## src/rtl/paddle_to_quad.sv

```systemverilog
// Absolute paddle position to rate-limited quadrature steering for the Sprint2 core.
// Optional PADDLE_QUAD_ACCEL_EN: halve the step period while |pending| >= 64.
module paddle_to_quad #(
  parameter int STEP_DIV  = 22500,
  parameter int PEND_W    = 10,
  parameter int DEAD_ZONE = 2
) (
  input  logic       CLK,
  input  logic       reset,
  input  logic [7:0] pos_in,
  input  logic       pos_valid,
  output logic [1:0] steer,
  output logic       dir,
  output logic       busy
);

  localparam int DIV_W = (STEP_DIV > 1) ? $clog2(STEP_DIV) : 1;
  // Two guard bits so pending + delta - 1 never overflows before saturation.
  localparam int ACC_W = PEND_W + 2;
  localparam logic signed [ACC_W-1:0] PEND_MAX = ACC_W'(2 ** (PEND_W - 1) - 1);
  localparam logic signed [ACC_W-1:0] PEND_MIN = -PEND_MAX;
  localparam logic [DIV_W-1:0] DIV_LAST = DIV_W'(STEP_DIV - 1);
  localparam logic [7:0] DZ = 8'(DEAD_ZONE);

  localparam logic [0:0] S_INIT  = 1'b0;
  localparam logic [0:0] S_TRACK = 1'b1;

  logic [0:0]               state_q, state_d;
  logic [7:0]               last_q, last_d;
  logic signed [PEND_W-1:0] pend_q, pend_d;
  logic [DIV_W-1:0]         div_q, div_d;
  logic [1:0]               steer_q, steer_d;
  logic                     dir_q, dir_d;
  logic                     busy_q, busy_d;

  logic signed [7:0]        delta;
  logic [7:0]               mag;
  logic                     take;
  logic                     tc;
  logic signed [ACC_W-1:0]  sum;

  function automatic logic signed [PEND_W-1:0] sat_pend(input logic signed [ACC_W-1:0] v);
    if (v > PEND_MAX)      return PEND_MAX[PEND_W-1:0];
    else if (v < PEND_MIN) return PEND_MIN[PEND_W-1:0];
    else                   return v[PEND_W-1:0];
  endfunction

  function automatic logic [1:0] phase_fwd(input logic [1:0] p);
    case (p)
      2'b00:   return 2'b01;
      2'b01:   return 2'b11;
      2'b11:   return 2'b10;
      default: return 2'b00;
    endcase
  endfunction

  function automatic logic [1:0] phase_rev(input logic [1:0] p);
    case (p)
      2'b00:   return 2'b10;
      2'b10:   return 2'b11;
      2'b11:   return 2'b01;
      default: return 2'b00;
    endcase
  endfunction

  // Modular 8-bit difference: the wheel wrapping 255->0 reads as a small step.
  assign delta = signed'(pos_in - last_q);
  assign mag   = delta[7] ? 8'(-delta) : 8'(delta);
  assign take  = pos_valid && (state_q == S_TRACK) && (mag >= DZ);
  assign tc    = (div_q == DIV_LAST);

  always_comb begin
    state_d = state_q;
    last_d  = last_q;
    div_d   = div_q + 1'b1;
    steer_d = steer_q;
    dir_d   = dir_q;
    sum     = {{2{pend_q[PEND_W-1]}}, pend_q};

    if (state_q == S_INIT && pos_valid) begin
      state_d = S_TRACK;
      last_d  = pos_in;
    end

    // Sub-dead-zone samples leave last_pos alone so slow drift still accumulates.
    if (take) begin
      sum    = sum + {{(ACC_W-8){delta[7]}}, delta};
      last_d = pos_in;
    end

    if (tc) begin
      div_d = '0;
      if (pend_q > 0) begin
        steer_d = phase_fwd(steer_q);
        dir_d   = 1'b1;
        sum     = sum - ACC_W'(1);
      end else if (pend_q < 0) begin
        steer_d = phase_rev(steer_q);
        dir_d   = 1'b0;
        sum     = sum + ACC_W'(1);
      end
`ifdef PADDLE_QUAD_ACCEL_EN
      if (pend_q >= 64 || pend_q <= -64) div_d = DIV_W'(STEP_DIV / 2);
`else
`endif
    end

    pend_d = sat_pend(sum);
    busy_d = (pend_d != '0);
  end

  always_ff @(posedge CLK) begin
    if (reset) begin
      state_q <= S_INIT;
      pend_q  <= '0;
      div_q   <= '0;
      steer_q <= 2'b00;
      dir_q   <= 1'b0;
      busy_q  <= 1'b0;
    end else begin
      state_q <= state_d;
      pend_q  <= pend_d;
      div_q   <= div_d;
      steer_q <= steer_d;
      dir_q   <= dir_d;
      busy_q  <= busy_d;
    end
    last_q <= last_d;
  end

  assign steer = steer_q;
  assign dir   = dir_q;
  assign busy  = busy_q;

endmodule

```

## config.mk

```make
export PLATFORM = sky130hd
export DESIGN_NAME = paddle_to_quad
export DESIGN_NICKNAME = d
export VERILOG_FILES = /design/src/rtl/paddle_to_quad.sv
export SDC_FILE = /design/constraint.sdc
export NUM_CORES = 1
export LEC_CHECK = 0
export CAP_MARGIN = 10
export CORE_ASPECT_RATIO = 0.5
export CORE_MARGIN = 3
export CORE_UTILIZATION = 52
export CTS_CLUSTER_SIZE = 30
export DETAILED_ROUTE_END_ITERATION = 8
export GPL_TIMING_DRIVEN = 0
export MAX_ROUTING_LAYER = met4
export PLACE_DENSITY = 0.73
export SKIP_LAST_GASP = 1
export SYNTH_ARGS = -nofsm -noshare
export SYNTH_HDL_FRONTEND = slang
export SYNTH_SLANG_ARGS = --single-unit
export TNS_END_PERCENT = 100
```

## constraint.sdc

```tcl
create_clock -name CLK -period 9.4 [get_ports CLK]
set_clock_uncertainty 0.05 [all_clocks]
set_input_delay 1.88 -clock CLK [delete_from_list [all_inputs] [get_ports CLK]]
set_output_delay 1.88 -clock CLK [all_outputs]
set_load 0.05 [all_outputs]
```

==> metrics.yaml <==
placement:
  hpwl_microns: 6940
  place.gp.congestion: 0.987
  io_buffers: 14
clock_network:
  clk_latency_ns: 0.29
  cts_tree: "yes"
  htree_levels: 2
  holdBufCountCts: 0
  clk_path_buf_depth: 2
  cts_sinks: 38
  cts-root-buf: "clkbuf_16"
  numCtsBuffers: 5
  cts_setup_buffers: 0
  clk_pin_slew_ns: 0.05
  cts_resized: 0
synthesis:
  synth-main-ff-cell: "dfxtp_1"
  synth_edf_count: 8
  synthArstFlopShare_pct: 0
  syn_nets: 454
  ys_seq_elements: 38
  yosys.area.top_type: "dfxtp_1"
  synth_top_cell_area_share_pct: 17.9
  syn_area_per_cell_sq_um: 7.98
  synth_cell_types: 75
  synth.yosys.seq_area_share_pct: 25.1
  synth_area_sq_um: 3350
  synthTopCellsByArea: "dfxtp_1 (18%), ha_1 (7.8%), edfxtp_1 (7.2%)"
  ys_warn_count: 0
  syn_inst: 420
route:
  dr.pass1.iters: 5
  first_iter_violations: 321
  viasPerCell: 6.35
  via_count: 3340
  wl_microns: 8950
  wire_per_inst_microns: 17.0
  drc: 0
  ant_nets: 0
critical_path:
  critical_path_peak_fanout: 8
  crit_path_start_kind: "primary input"
  cpMaxStageDelayCell: "o311ai_1"
  critical_path_buf_inv_count: 5
  required_ns: 9.47
  end_kind: "flip-flop"
  crit_family: "compound AO/OA/AOI/OAI gates"
  worstPathCellList: "clkdlybuf4s50_1 -> inv_1 -> ha_1 -> inv_1 -> fa_1 -> a211o_1 -> a21oi_1 -> o211ai_1 -> a2111o_1 -> o22ai_2 -> o21ai_1 -> and2_1 -> inv_1 -> ha_1 -> nand3_1 -> inv_1 -> nand4_1 -> o32ai_1 -> xnor2_1 -> o21ai_1 -> o2111ai_1 -> o311ai_1 -> a221oi_1"
  critPathMostFrequentCell: "inv_1"
  r2r-start: "last_q[0]$_DFFE_PP_"
  crit_arrival_ns: 7.50
  path_class: "in -> reg"
  crit_start: "pos_in[0]"
  slowest_delay_ns: 0.74
power:
  p_per_area_nw_per_um2: 245
  ir_worst_vdd_uv: 121
  p_leak_uw: 0.00141
global_route:
  grt_pass1_vias: 3046
  gr-total-overflow: 0
  grt_usage_pct: 24.6
  grt_max_degree: 12
  antenna_found_initial: 0
  grt_pass1_wl_microns: 14700
timing:
  setup_viol: 0
  post-route-min-period_ns: 7.43
  drv_slew: 0
  period_share_pct: 79.0
  tightest_slew_ns: 1.07
  setup-tns-final_ns: 0
  hold_viol: 0
  fin_hold_ws_ns: 0.415
  rsz0062_at_grt: "no"
  max_freq_ghz: 0.135
  relSlewSlack_pct: 28.3
final_layout:
  diodes: 0
  syn_to_final_growth_pct: 12.5
  final_cell_mix: "nor2_1 (45), dfxtp_1 (30), inv_1 (24), nand2_1 (24), a21oi_1 (23)"
  final_common_cell: "nor2_1"
  nets: 476
  drive_above_1_share_pct: 5.43
  fillerInstances: 542
run:
  max-cap-violations: 0
die:
  row_count: 19
  fp.dieW_microns: 120
  start_util_pct: 57.3
  die_h_microns: 62.8
  ios: 15
  dieArea_sq_um: 7500
  coreArea_sq_um: 5850
worst_hold_path:
  worstHoldStart: "div_q[0]$_SDFF_PP0_"
  min_path_type: "reg -> reg"
status:
  outcome: "complete, no violations"
## per-stage QoR
step	setup slack [ns]	cell area [sq um]	cells	power (uW)	util, %
after floorplan	2.91	3350	420	592	-
after global placement	1.88	3600	518	705	61.5
after detailed placement	1.78	3600	518	710	61.5
after CTS	2.07	3770	525	912	64.4
after global routing	1.60	3770	526	986	64.5
final	1.97	3770	526	924	64.5
## power by group
group	switching, uW	total, uW	internal [uW]
logic	320	513	193
registers	27.8	213	185
clock network	67.1	198	131
total	414	924	509
## area by class of cell
type / count / area, sq um / share of cell area, %
clock buffer: 6 / 139 / 3.68
clock inverter: 1 / 30.0 / 0.796
tap: 84 / 105 / 2.79
buffer: 10 / 38.8 / 1.03
multi-input combinational: 346 / 2370 / 63.0
timing repair buffer: 15 / 145 / 3.85
sequential: 38 / 841 / 22.3
inverter: 26 / 97.6 / 2.59
## synth_stat cells, types with 6 or more instances
cell type / n
a21oi_1: 23
a31oi_1: 7
and2_1: 6
and3_1: 8
clkbuf_1: 7
dfxtp_1: 30
edfxtp_1: 8
ha_1: 21
inv_1: 24
nand2_1: 24
nand3_1: 22
nand4_1: 9
nor2_1: 45
nor2b_1: 6
nor3_1: 9
nor4_1: 6
o211ai_1: 9
o21ai_0: 13
o21ai_1: 8
xnor2_1: 18
xor2_1: 17
## per-layer routing
metal	track usage (%)	share of wire, %	vias up
met5	-	0	-
met4	4.99	1.1	0
met3	6.33	9.2	15
met2	36.5	43	147
met1	33.9	47	1557
li1	-	-	1621
## path summary, 6_finish.rpt
path,slack (ns),end,depth (start not counted)
max,1.97,pend_q[4]$_SDFF_PP0_,23
min,0.41,div_q[0]$_SDFF_PP0_,1
max reg2reg,3.72,pend_q[4]$_SDFF_PP0_,21
min reg2reg,0.41,div_q[0]$_SDFF_PP0_,1
## cell families (layout without fill, tap and decap cells)
group	after synthesis	count (layout)	synth area share, %
and+or+nand+nor	165	165	25.9
AOI/OAI and AO/OA	116	116	24.5
muxes	6	6	1.83
adders and majority gates	23	23	9.03
buffers and inverters	36	58	4.07
DFF	38	38	25.1
xor gates and xnor gates	36	36	9.63
## worst register-to-register path, cell delays in order (launching register included)
cell,delay [ns]
edfxtp_1,0.32
ha_1,0.15
inv_1,0.05
fa_1,0.40
a211o_1,0.32
a21oi_1,0.25
o211ai_1,0.13
a2111o_1,0.43
o22ai_2,0.41
o21ai_1,0.19
and2_1,0.21
inv_1,0.06
ha_1,0.24
nand3_1,0.14
inv_1,0.13
nand4_1,0.13
o32ai_1,0.32
xnor2_1,0.13
o21ai_1,0.27
o2111ai_1,0.23
o311ai_1,0.74
a221oi_1,0.22
## state kept, by name (all words and copies together) (netlist names)
name / cells
busy: 1
dir: 1
div_q: 15
last_q: 8
pend_q: 10
state_q: 1
steer: 2
Power figures use the tool's default switching activity.
